`src/rtl/wide_add_pkg.sv`:
```
// Shared types and helpers for the limb-serial wide adder scheduler.
package wide_add_pkg;

    localparam int LIMB_W    = 16;
    localparam int MAX_WORDS = 16;
    localparam int MAX_W     = LIMB_W * MAX_WORDS;

    typedef enum logic [1:0] {
        IDLE = 2'd0,
        RUN  = 2'd1,
        DONE = 2'd2
    } state_t;

    // Pick 16-bit limb k out of a zero-extended operand.
    function automatic logic [LIMB_W-1:0] limb_sel(input logic [MAX_W-1:0] v, input logic [3:0] k);
        return v[int'(k)*LIMB_W +: LIMB_W];
    endfunction

endpackage

```
`src/rtl/adder.sv`:
```
// 16-bit Kogge-Stone adder with carry in/out; bit 1 is the LSB.
module adder (
    input  logic a1,  input logic a2,  input logic a3,  input logic a4,
    input  logic a5,  input logic a6,  input logic a7,  input logic a8,
    input  logic a9,  input logic a10, input logic a11, input logic a12,
    input  logic a13, input logic a14, input logic a15, input logic a16,
    input  logic b1,  input logic b2,  input logic b3,  input logic b4,
    input  logic b5,  input logic b6,  input logic b7,  input logic b8,
    input  logic b9,  input logic b10, input logic b11, input logic b12,
    input  logic b13, input logic b14, input logic b15, input logic b16,
    input  logic cin,
    output logic s1,  output logic s2,  output logic s3,  output logic s4,
    output logic s5,  output logic s6,  output logic s7,  output logic s8,
    output logic s9,  output logic s10, output logic s11, output logic s12,
    output logic s13, output logic s14, output logic s15, output logic s16,
    output logic cout
);

    logic [15:0] w_a, w_b, w_s;
    logic [15:0] w_gg, w_pp, w_gn, w_pn;
    logic [16:0] w_c;

    assign w_a = {a16, a15, a14, a13, a12, a11, a10, a9, a8, a7, a6, a5, a4, a3, a2, a1};
    assign w_b = {b16, b15, b14, b13, b12, b11, b10, b9, b8, b7, b6, b5, b4, b3, b2, b1};

    // Log-depth prefix tree: after the last level w_gg/w_pp span bits [i:0].
    always_comb begin
        w_gg = w_a & w_b;
        w_pp = w_a ^ w_b;
        w_gn = w_gg;
        w_pn = w_pp;
        for (int d = 1; d < 16; d = d * 2) begin
            w_gn = w_gg;
            w_pn = w_pp;
            for (int i = d; i < 16; i++) begin
                w_gn[i] = w_gg[i] | (w_pp[i] & w_gg[i-d]);
                w_pn[i] = w_pp[i] & w_pp[i-d];
            end
            w_gg = w_gn;
            w_pp = w_pn;
        end
        w_c[0] = cin;
        for (int i = 0; i < 16; i++) begin
            w_c[i+1] = w_gg[i] | (w_pp[i] & cin);
        end
    end

    assign w_s  = w_a ^ w_b ^ w_c[15:0];
    assign cout = w_c[16];
    assign {s16, s15, s14, s13, s12, s11, s10, s9, s8, s7, s6, s5, s4, s3, s2, s1} = w_s;

endmodule

```
`src/rtl/wide_add_sched.sv`:
```
// Two-requester round-robin scheduler running WORDS x 16-bit add/sub
// through one shared 16-bit adder, one limb per cycle, LSB limb first.
module wide_add_sched
    import wide_add_pkg::*;
#(
    parameter int WORDS = 4
) (
    input  logic                    clk,
    input  logic                    rst,
    input  logic                    req0_valid,
    output logic                    req0_ready,
    input  logic [LIMB_W*WORDS-1:0] req0_a,
    input  logic [LIMB_W*WORDS-1:0] req0_b,
    input  logic                    req0_sub,
    input  logic                    req1_valid,
    output logic                    req1_ready,
    input  logic [LIMB_W*WORDS-1:0] req1_a,
    input  logic [LIMB_W*WORDS-1:0] req1_b,
    input  logic                    req1_sub,
    output logic                    rsp_valid,
    input  logic                    rsp_ready,
    output logic                    rsp_id,
    output logic [LIMB_W*WORDS-1:0] rsp_sum,
    output logic                    rsp_cout,
    output logic                    rsp_ovf
);

    localparam int W = LIMB_W * WORDS;

    state_t          r_state, w_next;
    logic            r_prio, r_carry, r_sub, r_id;
    logic [3:0]      r_k;
    logic [W-1:0]    r_a, r_b, r_sum;

    logic            w_gnt0, w_gnt1, w_take, w_last, w_cin, w_cout;
    logic [LIMB_W-1:0] w_la, w_lb, w_s;
    logic [MAX_W-1:0]  w_a_ext, w_b_ext;

    // prio=1 favours requester 1 when both are valid.
    assign w_gnt0     = req0_valid & (~req1_valid | ~r_prio);
    assign w_gnt1     = req1_valid & (~req0_valid |  r_prio);
    assign req0_ready = (r_state == IDLE) & w_gnt0;
    assign req1_ready = (r_state == IDLE) & w_gnt1;
    assign w_take     = req0_ready | req1_ready;
    assign w_last     = (r_k == 4'(WORDS - 1));

    always_comb begin
        w_a_ext          = '0;
        w_b_ext          = '0;
        w_a_ext[W-1:0]   = r_a;
        w_b_ext[W-1:0]   = r_b;
    end

    assign w_la  = limb_sel(w_a_ext, r_k);
    assign w_lb  = limb_sel(w_b_ext, r_k);
    assign w_cin = (r_k == 4'd0) ? r_sub : r_carry;

    adder u_adder (
        .a1 (w_la[0]),  .a2 (w_la[1]),  .a3 (w_la[2]),  .a4 (w_la[3]),
        .a5 (w_la[4]),  .a6 (w_la[5]),  .a7 (w_la[6]),  .a8 (w_la[7]),
        .a9 (w_la[8]),  .a10(w_la[9]),  .a11(w_la[10]), .a12(w_la[11]),
        .a13(w_la[12]), .a14(w_la[13]), .a15(w_la[14]), .a16(w_la[15]),
        .b1 (w_lb[0]),  .b2 (w_lb[1]),  .b3 (w_lb[2]),  .b4 (w_lb[3]),
        .b5 (w_lb[4]),  .b6 (w_lb[5]),  .b7 (w_lb[6]),  .b8 (w_lb[7]),
        .b9 (w_lb[8]),  .b10(w_lb[9]),  .b11(w_lb[10]), .b12(w_lb[11]),
        .b13(w_lb[12]), .b14(w_lb[13]), .b15(w_lb[14]), .b16(w_lb[15]),
        .cin(w_cin),
        .s1 (w_s[0]),   .s2 (w_s[1]),   .s3 (w_s[2]),   .s4 (w_s[3]),
        .s5 (w_s[4]),   .s6 (w_s[5]),   .s7 (w_s[6]),   .s8 (w_s[7]),
        .s9 (w_s[8]),   .s10(w_s[9]),   .s11(w_s[10]),  .s12(w_s[11]),
        .s13(w_s[12]),  .s14(w_s[13]),  .s15(w_s[14]),  .s16(w_s[15]),
        .cout(w_cout)
    );

    always_ff @(posedge clk) begin
        if (rst) r_state <= IDLE;
        else     r_state <= w_next;
    end

    always_comb begin
        w_next = r_state;
        case (r_state)
            IDLE:    if (w_take)    w_next = RUN;
            RUN:     if (w_last)    w_next = DONE;
            DONE:    if (rsp_ready) w_next = IDLE;
            default:                w_next = IDLE;
        endcase
    end

    // Operands are captured with B already inverted for subtract; cin=sub supplies the +1.
    always_ff @(posedge clk) begin
        if (rst) begin
            r_prio  <= 1'b0;
            r_k     <= 4'd0;
            r_carry <= 1'b0;
            r_sum   <= '0;
            r_id    <= 1'b0;
        end else if (r_state == IDLE) begin
            if (w_take) begin
                r_id   <= req1_ready;
                r_prio <= req0_ready;
                r_sub  <= req1_ready ? req1_sub : req0_sub;
                r_a    <= req1_ready ? req1_a : req0_a;
                r_b    <= req1_ready ? (req1_sub ? ~req1_b : req1_b)
                                     : (req0_sub ? ~req0_b : req0_b);
                r_k    <= 4'd0;
            end
        end else if (r_state == RUN) begin
            r_sum[int'(r_k)*LIMB_W +: LIMB_W] <= w_s;
            r_carry <= w_cout;
            r_k     <= r_k + 4'd1;
        end
    end

    assign rsp_valid = (r_state == DONE);
    assign rsp_id    = rsp_valid & r_id;
    assign rsp_sum   = rsp_valid ? r_sum : '0;
    assign rsp_cout  = rsp_valid & r_carry;
    assign rsp_ovf   = rsp_valid & (r_a[W-1] == r_b[W-1]) & (r_sum[W-1] != r_a[W-1]);

endmodule

```
`config.mk`:
```
export PLATFORM = sky130hd
export DESIGN_NAME = wide_add_sched
export DESIGN_NICKNAME = d
export VERILOG_FILES = /design/src/rtl/wide_add_pkg.sv /design/src/rtl/adder.sv /design/src/rtl/wide_add_sched.sv
export SDC_FILE = /design/constraint.sdc
export NUM_CORES = 1
export LEC_CHECK = 0
export BUFFER_PORTS_ARGS = -buffer_cell sky130_fd_sc_hd__buf_2
export CORE_MARGIN = 5
export CORE_UTILIZATION = 45
export DETAILED_ROUTE_END_ITERATION = 7
export PLACE_DENSITY = 0.7
export SLEW_MARGIN = 15
export SYNTH_ARGS = -nofsm -noshare
export SYNTH_HDL_FRONTEND = slang
export SYNTH_SLANG_ARGS = --single-unit
```
`constraint.sdc`:
```
create_clock -name clk -period 9.3 [get_ports clk]
set_clock_uncertainty 0.2 [all_clocks]
set_input_delay 0.465 -clock clk [delete_from_list [all_inputs] [get_ports clk]]
set_output_delay 0.465 -clock clk [all_outputs]
set_load 0.03 [all_outputs]
```
==> insert_results.sql <==
INSERT INTO impl_metrics (metric_group, metric, value, unit) VALUES
('cts', 'postCtsSetupBuffers', '0', ''),
('floorplanning', 'die_width', '172', 'um'),
('timing', 'max_slew_margin', '30.5', '%'),
('floorplanning', 'die_height', '172', 'um'),
('route', 'avgRoutedWirePerCell', '17.3', 'um'),
('synth', 'synthDominantAreaCellType', 'sky130_fd_sc_hd__edfxtp_1', ''),
('synth', 'ys.flop_type', 'sky130_fd_sc_hd__edfxtp_1', ''),
('synth', 'synthTopCellsByArea', 'sky130_fd_sc_hd__edfxtp_1, sky130_fd_sc_hd__dfxtp_1, sky130_fd_sc_hd__nand2_1', ''),
('placement', 'placedCellCount', '1840', ''),
('global_route', 'grt_start_max_net_pins', '124', ''),
('cts', 'cts.reportedPaths.clkPinSlew', '60', 'ps'),
('route', 'detailed_route_wire_length', '32500', 'um'),
('worst_setup_path', 'reg2reg_slack', '5110', 'ps'),
('route', 'dr.first_iter.drc_count', '777', ''),
('global_route', 'grt.overflow.total', '0', ''),
('route', 'num_vias', '9817', ''),
('synth', 'post_synth_and_or_nand_nor_area_fraction', '23.0', '%'),
('layout', 'area.sequential', '5340', 'sq um'),
('synth', 'synthesis.instances', '1252', ''),
('timing', 'hold_ws', '15.6', 'ps'),
('flow_run', 'drv_cap', '0', ''),
('synth', 'synth_cell_type_count', '56', ''),
('worst_setup_path', 'rr_startpoint', 'r_k[0]', ''),
('cts', 'cts_max_level', '1', ''),
('worst_setup_path', 'start_kind', 'flip-flop', ''),
('layout', 'final_cells', '1880', ''),
('cts', 'cts_made_buffers', '22', ''),
('cts', 'ctsHoldBuffers', '0', ''),
('cts', 'clkSinkCount', '202', ''),
('timing', 'achievable-frequency', '239', 'MHz'),
('synth', 'synth_top_family_by_area', 'simple AND/OR/NAND/NOR gates', ''),
('cts', 'cts-resized-gates', '0', ''),
('layout', 'fin_nets', '1812', ''),
('placement', 'numPortBuffers', '332', ''),
('synth', 'ffs_w_async_s_r_synth', '0', '%'),
('worst_setup_path', 'cp_data_required_time', '9490', 'ps'),
('worst_setup_path', 'reg2reg_path_depth', '10', ''),
('floorplanning', 'io_count', '333', ''),
('cts', 'clock-root-buffer', 'sky130_fd_sc_hd__clkbuf_16', ''),
('placement', 'final_hpwl_dp', '24800', 'um'),
('worst_setup_path', 'reg2reg_to', 'r_sum[61]', ''),
('route', 'total_drc_errors_in_the_routed_layout', '0', ''),
('cts', 'clock_path_buffers', '3', ''),
('synth', 'synth_enable_flop_cells', '129', ''),
('min_path', 'min-delay-path-class', 'in -> reg', ''),
('outcome', 'outcome', 'complete, no violations', ''),
('synth', 'multiplexer_fraction_of_the_synthesized_cell_area', '6.62', '%'),
('pwr', 'power.density', '171', 'nW/um^2'),
('worst_setup_path', 'endpoint_kind', 'flip-flop', ''),
('synth', 'synth-xor-area-share', '10.4', '%'),
('timing', 'final_max_slew_viol_count', '0', ''),
('synth', 'synth-warning-count', '0', ''),
('layout', 'drive_gt1_share', '27.6', '%'),
('worst_setup_path', 'timing_worst_setup_path_type', 'reg -> reg', ''),
('synth', 'fraction_of_post_synthesis_cell_area_in_the_top_cell_type_by_area', '32.7', '%'),
('global_route', 'grt_usage', '20.9', '%'),
('synth', 'synthesis.area', '11800', 'sq um'),
('layout', 'syn2layout_area_growth', '21.7', '%'),
('floorplanning', 'fp-row-count', '59', ''),
('floorplanning', 'starting_utilization_of_the_core_area', '45.5', '%'),
('global_route', 'grt_antenna_before_repair', '0', ''),
('worst_setup_path', 'cp.arrival', '4380', 'ps'),
('worst_setup_path', 'setup.worst_path.start', 'r_k[0]', ''),
('timing', 'timing_hold_violations_final', '0', ''),
('pwr', 'vdd.ir_drop.worst', '0.0956', 'mV'),
('timing', 'slew_at_the_pin_closest_to_its_max_slew_limit', '1040', 'ps'),
('synth', 'synthesis.nets', '1535', ''),
('route', 'drt.antenna.violating_nets', '0', ''),
('synth', 'synth_adder_area_share', '2.18', '%'),
('global_route', 'grt_first_pass_wirelength', '49100', 'um'),
('cts', 'clock_tree_from_tritoncts', 'done', '');
==> cells by family after synthesis <==
kind of cell,count (synthesis)
xor+xnor,140
compound gates,183
mux,40
fa+ha+maj,20
buf+inv,104
flops,202
simple gates,563
==> stage by stage <==
step                setup WS (ps)  instance area [sq um]  power (uW)  utilization (%)
floorplan                    2100                  11800        1440                -
CTS                          5100                  14400        2470             55.4
detailed placement           5130                  13700        1640             52.7
finish                       5110                  14400        2460             55.4
global route                 4900                  14400        2570             55.4
global placement             5190                  13700        1630             52.7
==> report_power, final <==
| part | internal (uW) | switching [uW] |
|---|---|---|
| registers | 1030 | 23.5 |
| logic | 219 | 351 |
| clock network | 481 | 351 |
==> flip-flops by register name, indices dropped and copies added, names as in the netlist <==
register  cells
r_id          1
r_sub         1
r_k           4
r_carry       1
r_prio        1
r_a          64
r_state       2
r_b          64
r_sum        64
==> cells in the mapped netlist, types with 2 or more instances <==
cell type                  count
sky130_fd_sc_hd__dfxtp_1      73
sky130_fd_sc_hd__nor3_1       12
sky130_fd_sc_hd__nor2_1       49
sky130_fd_sc_hd__nand4_1       6
sky130_fd_sc_hd__mux2i_1       7
sky130_fd_sc_hd__or3_1         2
sky130_fd_sc_hd__xnor2_1      66
sky130_fd_sc_hd__nand3_1      10
sky130_fd_sc_hd__a211o_1       6
sky130_fd_sc_hd__ha_1         19
sky130_fd_sc_hd__buf_2         3
sky130_fd_sc_hd__edfxtp_1    129
sky130_fd_sc_hd__or2_2         2
sky130_fd_sc_hd__a21o_1        5
sky130_fd_sc_hd__a211oi_1      5
sky130_fd_sc_hd__and2_1       97
sky130_fd_sc_hd__nand2_1     293
sky130_fd_sc_hd__nor2b_1       8
sky130_fd_sc_hd__nand2b_1     13
sky130_fd_sc_hd__a31oi_1       4
sky130_fd_sc_hd__and3_1        5
sky130_fd_sc_hd__o211ai_1      2
sky130_fd_sc_hd__mux2_2        2
sky130_fd_sc_hd__nor4_1       15
sky130_fd_sc_hd__o311ai_0      4
sky130_fd_sc_hd__o21a_1        2
sky130_fd_sc_hd__inv_1        15
sky130_fd_sc_hd__a221o_1       7
sky130_fd_sc_hd__nor3b_1       9
sky130_fd_sc_hd__clkbuf_1     68
sky130_fd_sc_hd__xor2_1       74
sky130_fd_sc_hd__nand3b_1     30
sky130_fd_sc_hd__a21oi_1      39
sky130_fd_sc_hd__buf_1        18
sky130_fd_sc_hd__o21ai_0      97
sky130_fd_sc_hd__mux4_2       30
sky130_fd_sc_hd__or4_1         5
sky130_fd_sc_hd__o21bai_1      2
sky130_fd_sc_hd__a32oi_1       2
==> cell type report <==
class,instances,share of cell area (%)
clock inverter,15,0.834
sequential,202,37.1
clock buffer,25,4.04
multi-input combinational,946,42.6
tap,335,2.91
timing repair buffer,342,12.1
inverter,15,0.391
==> worst max-delay path: stages, from the launching register on <==
cell and delay (ps):
sky130_fd_sc_hd__dfxtp_2 420, sky130_fd_sc_hd__buf_4 550, sky130_fd_sc_hd__mux4_2 570, sky130_fd_sc_hd__and2_1 170, sky130_fd_sc_hd__ha_1 340, sky130_fd_sc_hd__or3_1 400, sky130_fd_sc_hd__a21oi_1 250, sky130_fd_sc_hd__a41oi_4 80
sky130_fd_sc_hd__a2111oi_4 640, sky130_fd_sc_hd__nor4_1 100, sky130_fd_sc_hd__a311o_1 340
==> per-layer routing <==
metal | vias up | routed length (um) | GRT usage, %
li1 | 4878 | - | -
met1 | 4532 | 13900 | 28.5
met2 | 362 | 15700 | 35.5
met3 | 45 | 2150 | 3.18
met4 | 0 | 731 | 4.92
met5 | - | 0 | 0
==> worst min path at each step <==
| stage | from | end | depth (start not counted) |
|---|---|---|---|
| floorplan | r_sum[35] | r_sum[35] | 2 |
| global route | req1_a[37] | r_a[37] | 3 |
| detailed placement | r_sum[34] | r_sum[34] | 2 |
| CTS | req1_a[38] | r_a[38] | 3 |
| finish | req1_a[8] | r_a[8] | 3 |
| global placement | r_sum[34] | r_sum[34] | 2 |
No activity file was read; power rests on OpenSTA's default activity.
